$ cat src/rtl/bufuart_pkg.sv
// Shared encodings and constants for the buffered UART.
package bufuart_pkg;

    typedef enum logic [1:0] {
        RX_IDLE  = 2'd0,
        RX_START = 2'd1,
        RX_DATA  = 2'd2,
        RX_STOP  = 2'd3
    } rx_state_e;

    localparam int STAT_TX_BUSY    = 0;
    localparam int STAT_RX_NEMPTY  = 1;
    localparam int STAT_RX_FULL    = 2;
    localparam int STAT_FRAME_ERR  = 3;
    localparam int STAT_OVERRUN    = 4;
    localparam int STAT_COUNT_LSB  = 8;
    localparam int STAT_COUNT_W    = 5;

    localparam logic [31:0] EMPTY_READ = 32'hFFFF_FFFF;
    localparam logic [31:0] MIN_PERIOD = 32'd2;

endpackage

$ cat src/rtl/uart_rx_fifo.sv
// Receive byte FIFO, first-word fall-through: dout shows the head whenever non-empty.
module uart_rx_fifo
    import bufuart_pkg::*;
#(
    parameter int RX_DEPTH_LOG2 = 4
) (
    input  logic                   clk,
    input  logic                   reset_n,
    input  logic                   push,
    input  logic                   pop,
    input  logic [7:0]             din,
    output logic [7:0]             dout,
    output logic [RX_DEPTH_LOG2:0] count,
    output logic                   full,
    output logic                   empty
);

    localparam int DEPTH = 1 << RX_DEPTH_LOG2;

    logic [7:0]               mem [DEPTH];
    logic [RX_DEPTH_LOG2-1:0] wr_ptr;
    logic [RX_DEPTH_LOG2-1:0] rd_ptr;
    logic                     do_push;
    logic                     do_pop;

    assign empty   = (count == '0);
    assign full    = (count == (RX_DEPTH_LOG2+1)'(DEPTH));
    assign do_pop  = pop && !empty;
    // A pop in the same cycle frees the slot, so a full FIFO still accepts the push.
    assign do_push = push && (!full || do_pop);
    assign dout    = mem[rd_ptr];

    always_ff @(posedge clk) begin
        if (!reset_n) begin
            wr_ptr <= '0;
            rd_ptr <= '0;
            count  <= '0;
        end else begin
            if (do_push) wr_ptr <= wr_ptr + 1'b1;
            if (do_pop)  rd_ptr <= rd_ptr + 1'b1;
            case ({do_push, do_pop})
                2'b10:   count <= count + 1'b1;
                2'b01:   count <= count - 1'b1;
                default: count <= count;
            endcase
        end
    end

    always_ff @(posedge clk) begin
        if (do_push) mem[wr_ptr] <= din;
    end

endmodule

$ cat src/rtl/bufuart.sv
// Buffered UART: divider/data register pair, TX shifter, RX sampler with FIFO and status.
//   state    | meaning
//   RX_IDLE  | line high, waiting for a falling edge
//   RX_START | half a period in, confirm the start bit is still low
//   RX_DATA  | sampling 8 data bits, one per period, LSB first
//   RX_STOP  | sampling the stop bit, then push or flag frame error
module bufuart
    import bufuart_pkg::*;
#(
    parameter int RX_DEPTH_LOG2 = 4,
    parameter int DEFAULT_DIV   = 1
) (
    input  logic        clk,
    input  logic        reset_n,
    output logic        ser_tx,
    input  logic        ser_rx,
    input  logic [3:0]  reg_div_we,
    input  logic [31:0] reg_div_di,
    output logic [31:0] reg_div_do,
    input  logic        reg_dat_we,
    input  logic        reg_dat_re,
    input  logic [31:0] reg_dat_di,
    output logic [31:0] reg_dat_do,
    output logic        reg_dat_wait,
    output logic [31:0] reg_stat_do,
    input  logic        reg_stat_clr
);

    logic [31:0] divider;
    logic [31:0] period;
    logic [31:0] half_period;

    logic        tx_busy;
    logic [8:0]  tx_frame;
    logic [3:0]  tx_bits;
    logic [31:0] tx_cnt;

    logic        rx_s1;
    logic        rx_sync;
    rx_state_e   rx_state;
    rx_state_e   rx_next;
    logic [31:0] rx_cnt;
    logic        rx_tc;
    logic [2:0]  rx_bits;
    logic [7:0]  rx_shift;
    logic        rx_load_half;
    logic        rx_load_full;
    logic        rx_push;
    logic        rx_frame_set;

    logic [7:0]               fifo_dout;
    logic [RX_DEPTH_LOG2:0]   rx_count;
    logic                     fifo_full;
    logic                     fifo_empty;
    logic                     frame_err;
    logic                     overrun;
    logic                     overrun_set;
    logic                     unused_dat_hi;

    assign unused_dat_hi = ^reg_dat_di[31:8];

    assign period      = (divider < MIN_PERIOD) ? MIN_PERIOD : divider;
    assign half_period = period >> 1;
    assign reg_div_do  = divider;

    always_ff @(posedge clk) begin
        if (!reset_n) begin
            divider <= 32'(DEFAULT_DIV);
        end else begin
            for (int i = 0; i < 4; i++) begin
                if (reg_div_we[i]) divider[i*8 +: 8] <= reg_div_di[i*8 +: 8];
            end
        end
    end

    // Bit counters reload from period at each boundary, so divider writes land there.
    assign reg_dat_wait = reg_dat_we && tx_busy;

    always_ff @(posedge clk) begin
        if (!reset_n) begin
            ser_tx   <= 1'b1;
            tx_busy  <= 1'b0;
            tx_frame <= '1;
            tx_bits  <= '0;
            tx_cnt   <= '0;
        end else if (!tx_busy) begin
            if (reg_dat_we) begin
                tx_busy  <= 1'b1;
                ser_tx   <= 1'b0;
                tx_frame <= {1'b1, reg_dat_di[7:0]};
                tx_bits  <= 4'd9;
                tx_cnt   <= period - 32'd1;
            end
        end else if (tx_cnt != '0) begin
            tx_cnt <= tx_cnt - 32'd1;
        end else if (tx_bits == '0) begin
            tx_busy <= 1'b0;
        end else begin
            ser_tx   <= tx_frame[0];
            tx_frame <= {1'b1, tx_frame[8:1]};
            tx_bits  <= tx_bits - 4'd1;
            tx_cnt   <= period - 32'd1;
        end
    end

    always_ff @(posedge clk) begin
        if (!reset_n) begin
            rx_s1   <= 1'b1;
            rx_sync <= 1'b1;
        end else begin
            rx_s1   <= ser_rx;
            rx_sync <= rx_s1;
        end
    end

    assign rx_tc = (rx_cnt == '0);

    always_ff @(posedge clk) begin
        if (!reset_n) rx_state <= RX_IDLE;
        else          rx_state <= rx_next;
    end

    always_comb begin
        rx_next      = rx_state;
        rx_load_half = 1'b0;
        rx_load_full = 1'b0;
        rx_push      = 1'b0;
        rx_frame_set = 1'b0;
        case (rx_state)
            RX_IDLE: begin
                if (!rx_sync) begin
                    rx_next      = RX_START;
                    rx_load_half = 1'b1;
                end
            end
            RX_START: begin
                if (rx_tc) begin
                    if (rx_sync) begin
                        rx_next = RX_IDLE;
                    end else begin
                        rx_next      = RX_DATA;
                        rx_load_full = 1'b1;
                    end
                end
            end
            RX_DATA: begin
                if (rx_tc) begin
                    rx_load_full = 1'b1;
                    if (rx_bits == 3'd0) rx_next = RX_STOP;
                end
            end
            RX_STOP: begin
                if (rx_tc) begin
                    rx_next      = RX_IDLE;
                    rx_push      = rx_sync;
                    rx_frame_set = !rx_sync;
                end
            end
            default: rx_next = RX_IDLE;
        endcase
    end

    always_ff @(posedge clk) begin
        if (!reset_n) begin
            rx_cnt   <= '0;
            rx_bits  <= '0;
            rx_shift <= '0;
        end else begin
            if (rx_load_half)      rx_cnt <= half_period - 32'd1;
            else if (rx_load_full) rx_cnt <= period - 32'd1;
            else if (!rx_tc)       rx_cnt <= rx_cnt - 32'd1;

            if (rx_state == RX_START && rx_tc) begin
                rx_bits <= 3'd7;
            end else if (rx_state == RX_DATA && rx_tc) begin
                rx_shift <= {rx_sync, rx_shift[7:1]};
                rx_bits  <= rx_bits - 3'd1;
            end
        end
    end

    uart_rx_fifo #(
        .RX_DEPTH_LOG2 (RX_DEPTH_LOG2)
    ) u_rx_fifo (
        .clk     (clk),
        .reset_n (reset_n),
        .push    (rx_push),
        .pop     (reg_dat_re),
        .din     (rx_shift),
        .dout    (fifo_dout),
        .count   (rx_count),
        .full    (fifo_full),
        .empty   (fifo_empty)
    );

    // A full FIFO is never empty, so any read request here is a real pop.
    assign overrun_set = rx_push && fifo_full && !reg_dat_re;

    always_ff @(posedge clk) begin
        if (!reset_n) begin
            frame_err <= 1'b0;
            overrun   <= 1'b0;
        end else begin
            if (rx_frame_set)      frame_err <= 1'b1;
            else if (reg_stat_clr) frame_err <= 1'b0;
            if (overrun_set)       overrun   <= 1'b1;
            else if (reg_stat_clr) overrun   <= 1'b0;
        end
    end

    assign reg_dat_do = fifo_empty ? EMPTY_READ : {24'b0, fifo_dout};

    always_comb begin
        reg_stat_do                                     = '0;
        reg_stat_do[STAT_TX_BUSY]                       = tx_busy;
        reg_stat_do[STAT_RX_NEMPTY]                     = !fifo_empty;
        reg_stat_do[STAT_RX_FULL]                       = fifo_full;
        reg_stat_do[STAT_FRAME_ERR]                     = frame_err;
        reg_stat_do[STAT_OVERRUN]                       = overrun;
        reg_stat_do[STAT_COUNT_LSB +: STAT_COUNT_W]     = STAT_COUNT_W'(rx_count);
    end

endmodule

$ cat config.mk
export PLATFORM = sky130hd
export DESIGN_NAME = bufuart
export DESIGN_NICKNAME = d
export VERILOG_FILES = /design/src/rtl/bufuart_pkg.sv /design/src/rtl/uart_rx_fifo.sv /design/src/rtl/bufuart.sv
export SDC_FILE = /design/constraint.sdc
export NUM_CORES = 1
export LEC_CHECK = 0
export BUFFER_PORTS_ARGS = -buffer_cell sky130_fd_sc_hd__buf_2
export CAP_MARGIN = 40
export CORE_MARGIN = 2
export CORE_UTILIZATION = 40
export CTS_CLUSTER_DIAMETER = 150
export DETAILED_ROUTE_END_ITERATION = 12
export SYNTH_ARGS = -nofsm -noshare
export SYNTH_HDL_FRONTEND = slang
export SYNTH_SLANG_ARGS = --single-unit
$ cat constraint.sdc
create_clock -name clk -period 11.15 [get_ports clk]
set_clock_uncertainty 0.1 [all_clocks]
set_input_delay 0.5575 -clock clk [delete_from_list [all_inputs] [get_ports clk]]
set_output_delay 0.5575 -clock clk [all_outputs]
set_load 0.01 [all_outputs]
==> results of run 1 <==
power breakdown:
| group | total [mW] | switching [mW] | internal, mW |
|---|---|---|---|
| clock | 0.946 | 0.390 | 0.556 |
| sequential | 1.28 | 0.132 | 1.14 |
| combinational | 1.39 | 0.818 | 0.575 |
| total | 3.61 | 1.34 | 2.27 |
critical path, cell delays in order, from the launching register on:
cell and delay (ps):
dfxtp_1 410, or4_1 620, nor4_2 360, buf_4 280, a31oi_2 100, buf_4 250, clkinv_1 260, ha_1 250
nor3b_1 610, nand4_1 680, nor4_1 520, xnor2_1 270, a211o_1 340, a221oi_1 220
per-stage QoR:
step	power, mW	instances	util [%]	hold WS [ps]
final	3.61	1864	45.6	94.1
after global placement	2.66	1800	42.5	300
after CTS	3.63	1864	45.6	70.6
after floorplan	2.41	1339	-	286
after detailed placement	2.68	1810	42.8	305
after global routing	3.84	1864	45.6	80.8
synth_stat cells (all sizes together), types with 8 or more instances:
| cell | count | area share, % |
|---|---|---|
| nand3 | 31 | 1.1 |
| nand4 | 17 | 0.76 |
| nand2 | 70 | 1.9 |
| mux4 | 40 | 6.5 |
| inv | 29 | 0.78 |
| buf | 72 | 3.4 |
| xor2 | 48 | 3.0 |
| ha | 22 | 2.0 |
| mux2i | 50 | 3.6 |
| o21a | 10 | 0.54 |
| o31a | 8 | 0.50 |
| a21oi | 41 | 1.5 |
| nor4 | 36 | 1.8 |
| xnor2 | 23 | 1.4 |
| and3 | 10 | 0.45 |
| dfxtp | 144 | 21 |
| nor3b | 9 | 0.49 |
| o21ai | 36 | 1.3 |
| nor3 | 53 | 1.9 |
| or2 | 13 | 0.59 |
| or3 | 18 | 0.82 |
| a31oi | 18 | 0.81 |
| edfxtp | 128 | 28 |
| or4 | 21 | 1.2 |
| a211oi | 19 | 1.1 |
| nor2 | 141 | 3.8 |
| o211ai | 29 | 1.6 |
| nand2b | 12 | 0.54 |
| clkbuf | 61 | 1.6 |
worst max-delay path by stage:
stage                       endpoint  slack (ps)  cells after the start
after global placement    rx_cnt[30]        5920                     13
after global routing      rx_cnt[30]        5540                     13
after CTS                 rx_cnt[30]        5850                     13
after floorplan           rx_cnt[30]        7290                     13
final                     rx_cnt[30]        5760                     13
after detailed placement  rx_cnt[30]        5880                     13
flip-flops by register name (all words and copies together) (netlist names), 3 cells and up, named ones only:
register / cells
reg_div_do: 32
rx_bits: 3
rx_cnt: 32
rx_shift: 8
tx_bits: 4
tx_cnt: 32
tx_frame: 8
u_rx_fifo.count: 5
u_rx_fifo.mem: 128
u_rx_fifo.rd_ptr: 4
u_rx_fifo.wr_ptr: 4
layout by cell type, fill, tap and decap left out, types with 30 or more instances in the layout:
cell       synthesis  layout
a21oi_1           41      41
nor3_1            53      51
clkbuf_16          0      30
nor2_1           141     141
buf_2             12     126
nor4_1            34      32
nand3_1           31      31
mux2i_1           50      50
nand2_1           70      70
edfxtp_1         128     128
xor2_1            48      48
o21ai_0           35      34
mux4_2            40      40
dfxtp_1          144     142
area by class of cell:
type / count / area, um^2 / area share [%]
clock buffer: 42 / 856 / 5.46
clock inverter: 12 / 100 / 0.638
inverter: 30 / 113 / 0.718
multi-input combinational: 904 / 6480 / 41.4
sequential: 272 / 6730 / 42.9
tap: 455 / 569 / 3.63
timing repair buffer: 149 / 827 / 5.28
per-layer routing:
metal | track usage (%) | vias to the layer above | share of wire, %
li1 | - | 5020 | -
met1 | 25.4 | 5101 | 42
met2 | 35.1 | 380 | 49
met3 | 2.39 | 75 | 5.1
met4 | 7.30 | 0 | 3.5
met5 | 0 | - | 0
cells by family (layout without fill, tap and decap cells):
logic type / count (synthesis) / count (layout)
AND/OR/NAND/NOR: 463 / 463
flip-flops: 272 / 272
AO/OA/AOI/OAI: 234 / 234
buffers and inverters: 163 / 233
multiplexers: 91 / 91
XOR/XNOR: 71 / 71
adder cells (fa/ha/maj): 23 / 23
other: 1 / 22
==> qor.txt, run 1 <==
Core Area - 34,400 um^2
Die Area - 36,300 um^2
Standby leakage power - 5.89 nW
Largest fanout on the critical path - 23
Unrepaired setup endpoints after global routing - false
Final net count - 1,484
Clock tree root buffer cell - clkbuf_16
EDFF count, synth - 128
Starting Density - 40.4%
Shortest period the worst path allows - 5390 ps
Fraction of the mapped netlist area in simple logic gates - 17.2%
Cell area after layout - 15,700 um^2
CTS tree - built
Ports - 172
CTS max path bufs - 3
Hold Crit Endpoint - rx_s1
Area share of xor/xnor cells in the synthesized design - 4.47%
Deepest level of the CTS H-tree - 1
Setup slack after placement - 5880 ps
DRT Pass-1 Iters - 5
Final cycle utilization of the critical path - 48.3%
Row cnt - 68
Setup TNS - 0 ps
FF-to-FF Start - reg_div_do[26]
Main combinational cell family by area after synthesis - simple AND/OR/NAND/NOR gates
Type of the worst setup path - reg -> reg
IR Drop Worst-Case VDD - 213 uV
Via density per instance - 5.67
Number of I/O port buffers - 125
Final setup viols - 0
Total setup buffers inserted after CTS - 0
First-pass GRT wire length - 57,300 um
Arrival time of the worst setup path - 5740 ps
Pwr per Cell Area - 231 nW/um^2
Outcome - finished, final reports clean
Slew Limit Headroom - 38.9%
Placer congestion estimate - 0.919
Worst Path Required - 11,500 ps
CTS clock-pin slew for the worst setup and hold paths - 60 ps
Synthesis-stage register bit count - 272
Final number of max-transition violations - 0
Final Worst Setup Slack - 5760 ps
Fraction of final layout cells with drive strength greater than 1 - 19.1%
Clk sinks - 272
Aggregate routed wire length - 36,400 um
First DRT Iteration DRCs - 714
Vias - 10,600
Upper clock frequency limit - 0.186 GHz
Hold Buf Count CTS - 0
Nature of the critical path startpoint - flop
Multiplexer fraction of the synthesized cell area - 10.2%
Pin count of the biggest net entering global routing - 50
Reg-to-reg critical path endpoint - rx_cnt[30]
Share of the synthesized area in compound gates (AO/OA/AOI/OAI) - 11.8%
Diodes inserted - 0
Share of async-settable or async-resettable flops after synthesis - 0%
Total clock buffers created by CTS - 30
Critical path capture point type - flop
Worst min-delay path category - in -> reg
Part of the Yosys area used for sequential elements - 48.4%
Total standard cell area after synthesis - 13,900 um^2
Synthesis-to-layout area growth - 12.8%
Total count of hold-check failures in the final report - 0
Startpoint of the most critical setup path - reg_div_do[26]
Number of antenna violations at the first check in global routing - 0
FF-to-FF setup slack - 5760 ps
Count of antenna-violating nets left after detailed routing - 0
Instance area at placement - 14,700 um^2
Primary FF master, synth - dfxtp_1
Horiz. Die Dim - 190 um
Filler cell count in the final layout - 3,265
Startpoint of the worst hold path - ser_rx
Adder and majority cell fraction of the synthesized area - 2.12%
Grt ovf - 0
Clock latency at the later pin of the worst-skew pair - 550 ps
Synthesis warning total - 0
Detailed placement HPWL - 25,600 um
Max-cap viol count - 0
Via count of the first global-routing pass - 10,300
R2R cell count - 13
Average cell area after synthesis - 10.5 um^2
Post-synthesis cell type count - 76
DR WL/cell - 19.5 um
Overall die height - 190 um
Total global-route track usage - 20.0%
Post-route DRC violation count - 0
Hold Path Depth - 2
Post-cts resize count - 0
Slew at the pin with the worst max-slew slack - 917 ps
Synthesized instance count - 1,318
No activity file was read; power rests on OpenSTA's default activity.
==> run 2: changes to the inputs <==
Settings changed: ABC_AREA set to 1.
Clock period 11.15 ns to 5.6 ns, I/O delays scaled along.
==> run 2 against run 1 <==
Compared with the run above:
- first-iteration DRC count grew 30%
- combinational power grew 110%
- largest cell class is now multi-input gates
- total power grew 110%
- flip-flop and latch count is the same
- utilization grew 1.0 points
- hold slack lost 68 ps
- global-route usage grew 2.3 points
- area after synthesis grew 5.9%
- register-to-register slack lost 3800 ps
- die area grew 5.8%
- design area grew 8.3%
==> qor.txt, run 2 <==
FF-to-FF setup slack - 2000 ps (was 5760 ps)
Pwr per Cell Area - 445 nW/um^2 (was 231 nW/um^2)
Synthesis warning total - 0 (unchanged)
Clk sinks - 272 (unchanged)
Diodes inserted - 0 (unchanged)
Instance area at placement - 15,400 um^2 (was 14,700 um^2)
Arrival time of the worst setup path - 3940 ps (was 5740 ps)
Total count of hold-check failures in the final report - 0 (unchanged)
Share of async-settable or async-resettable flops after synthesis - 0% (unchanged)
Via count of the first global-routing pass - 12,200 (was 10,300)
Count of antenna-violating nets left after detailed routing - 0 (unchanged)
Hold Path Depth - 3 (was 2)
Hold Buf Count CTS - 44 (was 0)
Total setup buffers inserted after CTS - 0 (unchanged)
CTS tree - built (unchanged)
EDFF count, synth - 128 (unchanged)
Setup TNS - 0 ps (unchanged)
Total clock buffers created by CTS - 31 (was 30)
Final cycle utilization of the critical path - 64.3% (was 48.3%)
Deepest level of the CTS H-tree - 1 (unchanged)
Max-cap viol count - 0 (unchanged)
Number of antenna violations at the first check in global routing - 0 (unchanged)
Post-route DRC violation count - 0 (unchanged)
Core Area - 36,400 um^2 (was 34,400 um^2)
Part of the Yosys area used for sequential elements - 45.7% (was 48.4%)
Reg-to-reg critical path endpoint - rx_cnt[17] (was rx_cnt[30])
DR WL/cell - 17.9 um (was 19.5 um)
Top cells by area, synth - edfxtp_1, dfxtp_1, nand2_1 (was edfxtp_1, dfxtp_1, mux4_2)
Pin count of the biggest net entering global routing - 65 (was 50)
Horiz. Die Dim - 196 um (was 190 um)
Worst Path Required - 5940 ps (was 11,500 ps)
Synthesis-to-layout area growth - 15.3% (was 12.8%)
Via density per instance - 5.27 (was 5.67)
FF-to-FF Start - reg_div_do[23] (was reg_div_do[26])
Row cnt - 70 (was 68)
Outcome - finished, final reports clean (unchanged)
Average cell area after synthesis - 8.13 um^2 (was 10.5 um^2)
Post-cts resize count - 0 (unchanged)
Clock tree root buffer cell - clkbuf_16 (unchanged)
Most common library cell in the layout ignoring fill and taps - nand2_1 (was dfxtp_1)
Primary FF master, synth - dfxtp_1 (unchanged)
Type of the worst setup path - reg -> reg (unchanged)
Clock latency at the later pin of the worst-skew pair - 590 ps (was 550 ps)
Starting Density - 40.4% (about the same)
Vias - 12,800 (was 10,600)
Slew at the pin with the worst max-slew slack - 923 ps (was 917 ps)
Grt ovf - 0 (unchanged)
Slew Limit Headroom - 38.2% (was 38.9%)
Shortest period the worst path allows - 3600 ps (was 5390 ps)
Fraction of final layout cells with drive strength greater than 1 - 13.6% (was 19.1%)
Unrepaired setup endpoints after global routing - false (unchanged)
CTS clock-pin slew for the worst setup and hold paths - 60 ps (about the same)
Final number of max-transition violations - 0 (unchanged)
Synthesized instance count - 1,810 (was 1,318)
Overall die height - 196 um (was 190 um)
Critical path capture point type - flop (unchanged)
R2R cell count - 19 (was 13)
DRT Pass-1 Iters - 5 (unchanged)
IR Drop Worst-Case VDD - 255 uV (was 213 uV)
Final setup viols - 0 (unchanged)
Most frequent cells after synthesis - nand2_1, nor2_1, inv_1 (was dfxtp_1, nor2_1, edfxtp_1)
CTS max path bufs - 3 (unchanged)
Total standard cell area after synthesis - 14,700 um^2 (was 13,900 um^2)
Startpoint of the worst hold path - reset_n (was ser_rx)
Largest Register - u_rx_fifo.mem (unchanged)
Leading area contributor after synthesis - edfxtp_1 (unchanged)
Cell area after layout - 17,000 um^2 (was 15,700 um^2)
Upper clock frequency limit - 0.278 GHz (was 0.186 GHz)
Number of I/O port buffers - 125 (unchanged)
Ports - 172 (unchanged)
First-pass GRT wire length - 67,300 um (was 57,300 um)
Worst min-delay path category - in -> reg (unchanged)
Detailed placement HPWL - 30,900 um (was 25,600 um)
Most frequent cells in the layout - nand2_1, nor2_1, inv_1 (was dfxtp_1, nor2_1, edfxtp_1)
Standby leakage power - 6.93 nW (was 5.89 nW)
Total global-route track usage - 22.3% (was 20.0%)
Hold Crit Endpoint - u_rx_fifo.count[4] (was rx_s1)
First DRT Iteration DRCs - 927 (was 714)
Die Area - 38,400 um^2 (was 36,300 um^2)
Largest fanout on the critical path - 12 (was 23)
Top cell type's share of synthesized area - 26.1% (was 27.6%)
Post-synthesis cell type count - 57 (was 76)
Final net count - 2,026 (was 1,484)
Number of flip-flops in the largest register - 128 (unchanged)
Nature of the critical path startpoint - flop (unchanged)
Placer congestion estimate - 0.958 (was 0.919)
Synthesis-stage register bit count - 272 (unchanged)
Final-layout worst hold slack - 26.3 ps (was 94.1 ps)
Aggregate routed wire length - 43,400 um (was 36,400 um)
Most used standard cell by instance count after synthesis - nand2_1 (was dfxtp_1)
-- run 2: changes by cell type after synthesis, moves of 21 or more --
cell / before / now
nor2_1: 141 / 274
mux4_2: 40 / 0
o21ai_0: 35 / 125
clkbuf_1: 61 / 34
nor3_1: 53 / 13
inv_1: 28 / 149
a21oi_1: 41 / 124
nand2_1: 70 / 292
o211ai_1: 29 / 8
nor4_1: 34 / 0
o221ai_1: 0 / 33
nand3_1: 31 / 114
-- run 2: per-stage QoR --
| stage | power [mW] | utilization [%] | cells | worst slack [ps] |
|---|---|---|---|---|
| 3_3_place_gp | 5.37 | 42.3 | 2317 | 2040 |
| 5_1_grt | 8.07 | 46.6 | 2422 | 1760 |
| 3_5_place_dp | 5.41 | 42.4 | 2320 | 2030 |
| 2_1_floorplan | 4.81 | - | 1831 | 2400 |
| 4_1_cts | 7.58 | 46.6 | 2422 | 2010 |
| 6_report | 7.56 | 46.6 | 2422 | 2000 |
-- run 2: layout make-up --
type                    instances  area, um^2
fillers                      3605       19500
multi-input cells            1284        6800
flip-flops and latches        272        6730
repair buffers                180        1160
clock buffers                  43         966
inverters                     160         602
well taps                     468         586
clock inverters                15         143
-- run 2: worst max-delay path: stages, from the launching register on --
cell     delay, ps
dfxtp_1        560
nor2_1         150
nand2_1        100
nor2_1          60
nand2_1        110
nor2_1          70
nor2_1          80
buf_4          210
ha_1           430
nand2_1        160
nor2_2         170
inv_1          120
nor2_4         190
inv_1           80
nor2_1         160
nand2_1         90
xor2_1         370
nand2_1         90
nand3_1         80
a21oi_1         60
-- run 2: report_power, final --
group          leakage, nW  total, mW  internal, mW  switching [mW]
clock network        0.548       2.13          1.26           0.868
logic                 4.00       2.94          1.05            1.90
registers             2.39       2.48          2.27           0.216
-- run 2: cell families (layout without fill, tap and decap cells) --
| kind of cell | Yosys count | count (layout) | synth area share [%] |
|---|---|---|---|
| AO/OA/AOI/OAI | 350 | 350 | 13.7 |
| AND/OR/NAND/NOR | 793 | 793 | 24.0 |
| buffers and inverters | 275 | 398 | 8.67 |
| flip-flops | 272 | 272 | 45.7 |
| XOR/XNOR | 63 | 63 | 3.75 |
| multiplexers | 33 | 33 | 2.24 |
| adder cells (fa/ha/maj) | 23 | 23 | 2.01 |
| other | 1 | 22 | 0.0255 |
-- run 2: worst max path at each step --
stage / cells past startpoint / end / slack [ps] / start
floorplan: 16 / u_rx_fifo.count[4] / 2400 / u_rx_fifo.count[0]
global placement: 19 / rx_cnt[17] / 2040 / reg_div_do[23]
detailed placement: 8 / tx_cnt[29] / 2030 / tx_busy
CTS: 8 / tx_cnt[29] / 2010 / tx_busy
global route: 8 / tx_cnt[29] / 1760 / tx_busy
finish: 19 / rx_cnt[17] / 2000 / reg_div_do[23]
-- run 2: layer usage --
layer | GRT usage [%] | wire, um | share of wire (%)
met5 | 0 | 0 | 0
met3 | 2.97 | 2260 | 5.2
met4 | 9.62 | 2010 | 4.6
met2 | 38.1 | 20500 | 47
met1 | 28.3 | 18600 | 43
==> run 3: changes to the inputs <==
Settings changed: ABC_AREA 1 to 0.
Clock period 5.6 ns to 3.4 ns, I/O delays scaled along.
==> run 3 against run 2 <==
Compared with the run above:
- worst setup slack lost 1900 ps
- hold slack improved by 13 ps
- flip-flop and latch count did not move
- global-route usage decreased by 0.63 points
- non-clock buffer count up 193
- cell count is 14% lower
- critical path type unchanged
==> qor.txt, run 3 (synthesis results as in run 1) <==
Outcome - finished, final reports clean (unchanged)
Most common library cell in the layout ignoring fill and taps - buf_4 (was nand2_1)
Count of antenna-violating nets left after detailed routing - 0 (unchanged)
Filler cell count in the final layout - 3,085 (was 3,605)
CTS tree - built (unchanged)
Total count of hold-check failures in the final report - 0 (unchanged)
Topmost layer with routed signal wires - met4 (unchanged)
Internal power - 8.11 mW (was 4.58 mW)
Critical path capture point type - flop (unchanged)
Synthesis-to-layout area growth - 28.7% (was 15.3%)
Reg-to-reg critical path endpoint - rx_cnt[22] (was rx_cnt[17])
Row cnt - 68 (was 70)
Die Area - 36,300 um^2 (was 38,400 um^2)
Via count of the first global-routing pass - 11,200 (was 12,200)
Ports - 172 (unchanged)
Portion of total power attributed to combinational logic - 41.8% (was 38.9%)
Unrepaired setup endpoints after global routing - true (was false)
Detailed placement HPWL - 28,100 um (was 30,900 um)
Standby leakage power - 7.00 nW (was 6.93 nW)
Cell area after layout - 17,900 um^2 (was 17,000 um^2)
Arrival time of the worst setup path - 3700 ps (was 3940 ps)
Max-cap viol count - 0 (unchanged)
CP Capture Point - rx_cnt[22] (was rx_cnt[17])
FF-to-FF setup slack - 90 ps (was 2000 ps)
Fraction of final layout cells with drive strength greater than 1 - 26.4% (was 13.6%)
CTS max path bufs - 3 (unchanged)
Final number of max-transition violations - 0 (unchanged)
Grt ovf - 0 (unchanged)
IR Drop Worst-Case VDD - 857 uV (was 255 uV)
Fraction of power consumed by sequential logic - 32.2% (was 32.9%)
Vias - 11,400 (was 12,800)
Crit-path slowest cell - or4_4 (was dfxtp_1)
Detailed-routed wire length on met2 - 19,500 um (was 20,500 um)
Final cycle utilization of the critical path - 97.5% (was 64.3%)
Nature of the critical path startpoint - flop (unchanged)
Core Area - 34,400 um^2 (was 36,400 um^2)
Routed met1 length - 16,800 um (was 18,600 um)
Clock tree root buffer cell - clkbuf_16 (unchanged)
Clk sinks - 272 (unchanged)
Number of buffers and inverters on the critical path - 3 (unchanged)
Deepest level of the CTS H-tree - 1 (unchanged)
First-pass GRT wire length - 61,900 um (was 67,300 um)
Slew Limit Headroom - 45.7% (was 38.2%)
Proportion of power drawn by the clock network - 26.0% (was 28.2%)
Worst min-delay path category - in -> reg (unchanged)
Placer congestion estimate - 0.941 (was 0.958)
Aggregate routed wire length - 39,600 um (was 43,400 um)
Final setup viols - 0 (unchanged)
Setup TNS - 0 ps (unchanged)
DRT Pass-1 Iters - 5 (unchanged)
Levels on crit path - 13 (was 19)
Total global-route track usage - 21.7% (was 22.3%)
Diodes inserted - 0 (unchanged)
Setup slack after placement - -227 ps (was 2030 ps)
Final net count - 1,709 (was 2,026)
Via density per instance - 5.46 (was 5.27)
Total clock buffers created by CTS - 31 (unchanged)
Largest fanout on the critical path - 6 (was 12)
Worst Path Required - 3790 ps (was 5940 ps)
First DRT Iteration DRCs - 660 (was 927)
Post-route DRC violation count - 0 (unchanged)
Pin count of the biggest net entering global routing - 38 (was 65)
Delay of the slowest critical-path stage - 560 ps (about the same)
Number of antenna violations at the first check in global routing - 0 (unchanged)
Switching power total - 4.68 mW (was 2.98 mW)
Type of the worst setup path - reg -> reg (unchanged)
Pwr per Cell Area - 715 nW/um^2 (was 445 nW/um^2)
Wire length on met3 - 1400 um (was 2260 um)
DR WL/cell - 19.0 um (was 17.9 um)
Largest Register - u_rx_fifo.mem (unchanged)
Critical path's top delay family - simple AND/OR/NAND/NOR gates (unchanged)
Number of I/O port buffers - 125 (unchanged)
Horiz. Die Dim - 190 um (was 196 um)
FF-to-FF Start - reg_div_do[26] (was reg_div_do[23])
Upper clock frequency limit - 0.302 GHz (was 0.278 GHz)
Clock latency at the later pin of the worst-skew pair - 570 ps (was 590 ps)
Worst-path cell chain - or4_4 > nor4_4 > buf_6 > a31oi_4 > inv_2 > ha_2 > nor3b_4 > nand4_1 > buf_6 > or4_4 > a311oi_2 > a211oi_1 > a211oi_1 (was nor2_1 > nand2_1 > nor2_1 > nand2_1 > nor2_1 > nor2_1 > buf_4 > ha_1 > nand2_1 > nor2_2 > inv_1 > nor2_4 > inv_1 > nor2_1 > nand2_1 > xor2_1 > nand2_1 > nand3_1 > a21oi_1)
Instance area at placement - 15,700 um^2 (was 15,400 um^2)
Most frequent cells in the layout - buf_4, dfxtp_1, nor2_1 (was nand2_1, nor2_1, inv_1)
Switching Fraction - 36.6% (was 39.4%)
R2R cell count - 13 (was 19)
Slew at the pin with the worst max-slew slack - 812 ps (was 923 ps)
Startpoint of the most critical setup path - reg_div_do[26] (was reg_div_do[23])
Number of flip-flops in the largest register - 128 (unchanged)
Final Worst Setup Slack - 86.4 ps (was 2000 ps)
CTS clock-pin slew for the worst setup and hold paths - 60 ps (about the same)
Starting Density - 40.4% (about the same)
Overall die height - 190 um (was 196 um)
Shortest period the worst path allows - 3310 ps (was 3600 ps)
-- run 3: final cells by class --
cell class,instances,area [um^2],area share (%)
multi-input combinational,904,6670,37.3
clock inverter,19,204,1.14
inverter,30,113,0.630
sequential,272,6730,37.6
clock buffer,39,816,4.56
tap,455,569,3.18
timing repair buffer,373,2790,15.6
-- run 3: power groups by stage --
stage | Combinational (mW) | Clock, mW | Sequential, mW
after global placement | 5.03 | 0 | 4.15
final | 5.34 | 3.32 | 4.12
after CTS | 5.26 | 3.39 | 4.10
after detailed placement | 5.12 | 0 | 4.17
after global routing | 5.84 | 3.51 | 4.17
after floorplan | 3.81 | 0 | 4.11
-- run 3: what timing repair did --
item                       CTS  global route
hold endpoints to repair    49             0
hold buffers                93             0
pin swaps                    1            12
buffers inserted             1             3
setup endpoints to repair   11            43
gates resized for setup      7            30
-- run 3: worst register-to-register path, stage by stage, from the launching register on --
cell and delay (ps):
dfxtp_1 310, or4_4 560, nor4_4 300, buf_6 180, a31oi_4 90, inv_2 80, ha_2 170, nor3b_4 180
nand4_1 120, buf_6 160, or4_4 500, a311oi_2 240, a211oi_1 70, a211oi_1 160
-- run 3: how the worst min path moves through the flow --
stage	start	end	slack, ps	depth (start not counted)
final	reset_n	rx_sync	40	3
after global routing	reset_n	rx_sync	50	3
after CTS	reset_n	rx_sync	20	3
after detailed placement	ser_rx	rx_s1	260	2
after global placement	ser_rx	rx_s1	260	2
after floorplan	ser_rx	rx_s1	170	1
-- run 3: metrics by stage --
| stage | total power [mW] | hold slack (ps) | std cells | util, % |
|---|---|---|---|---|
| finish | 12.8 | 39.0 | 2092 | 52.0 |
| global route | 13.5 | 49.2 | 2092 | 52.0 |
| CTS | 12.8 | 15.4 | 2089 | 51.6 |
| detailed placement | 9.29 | 262 | 1937 | 45.8 |
| global placement | 9.18 | 255 | 1935 | 45.7 |
| floorplan | 7.91 | 171 | 1339 | - |
-- run 3: routing by layer --
layer	GRT usage, %	vias up
li1	-	5472
met1	26.9	5556
met2	37.8	306
met3	2.28	90
met4	9.96	0
met5	0	-
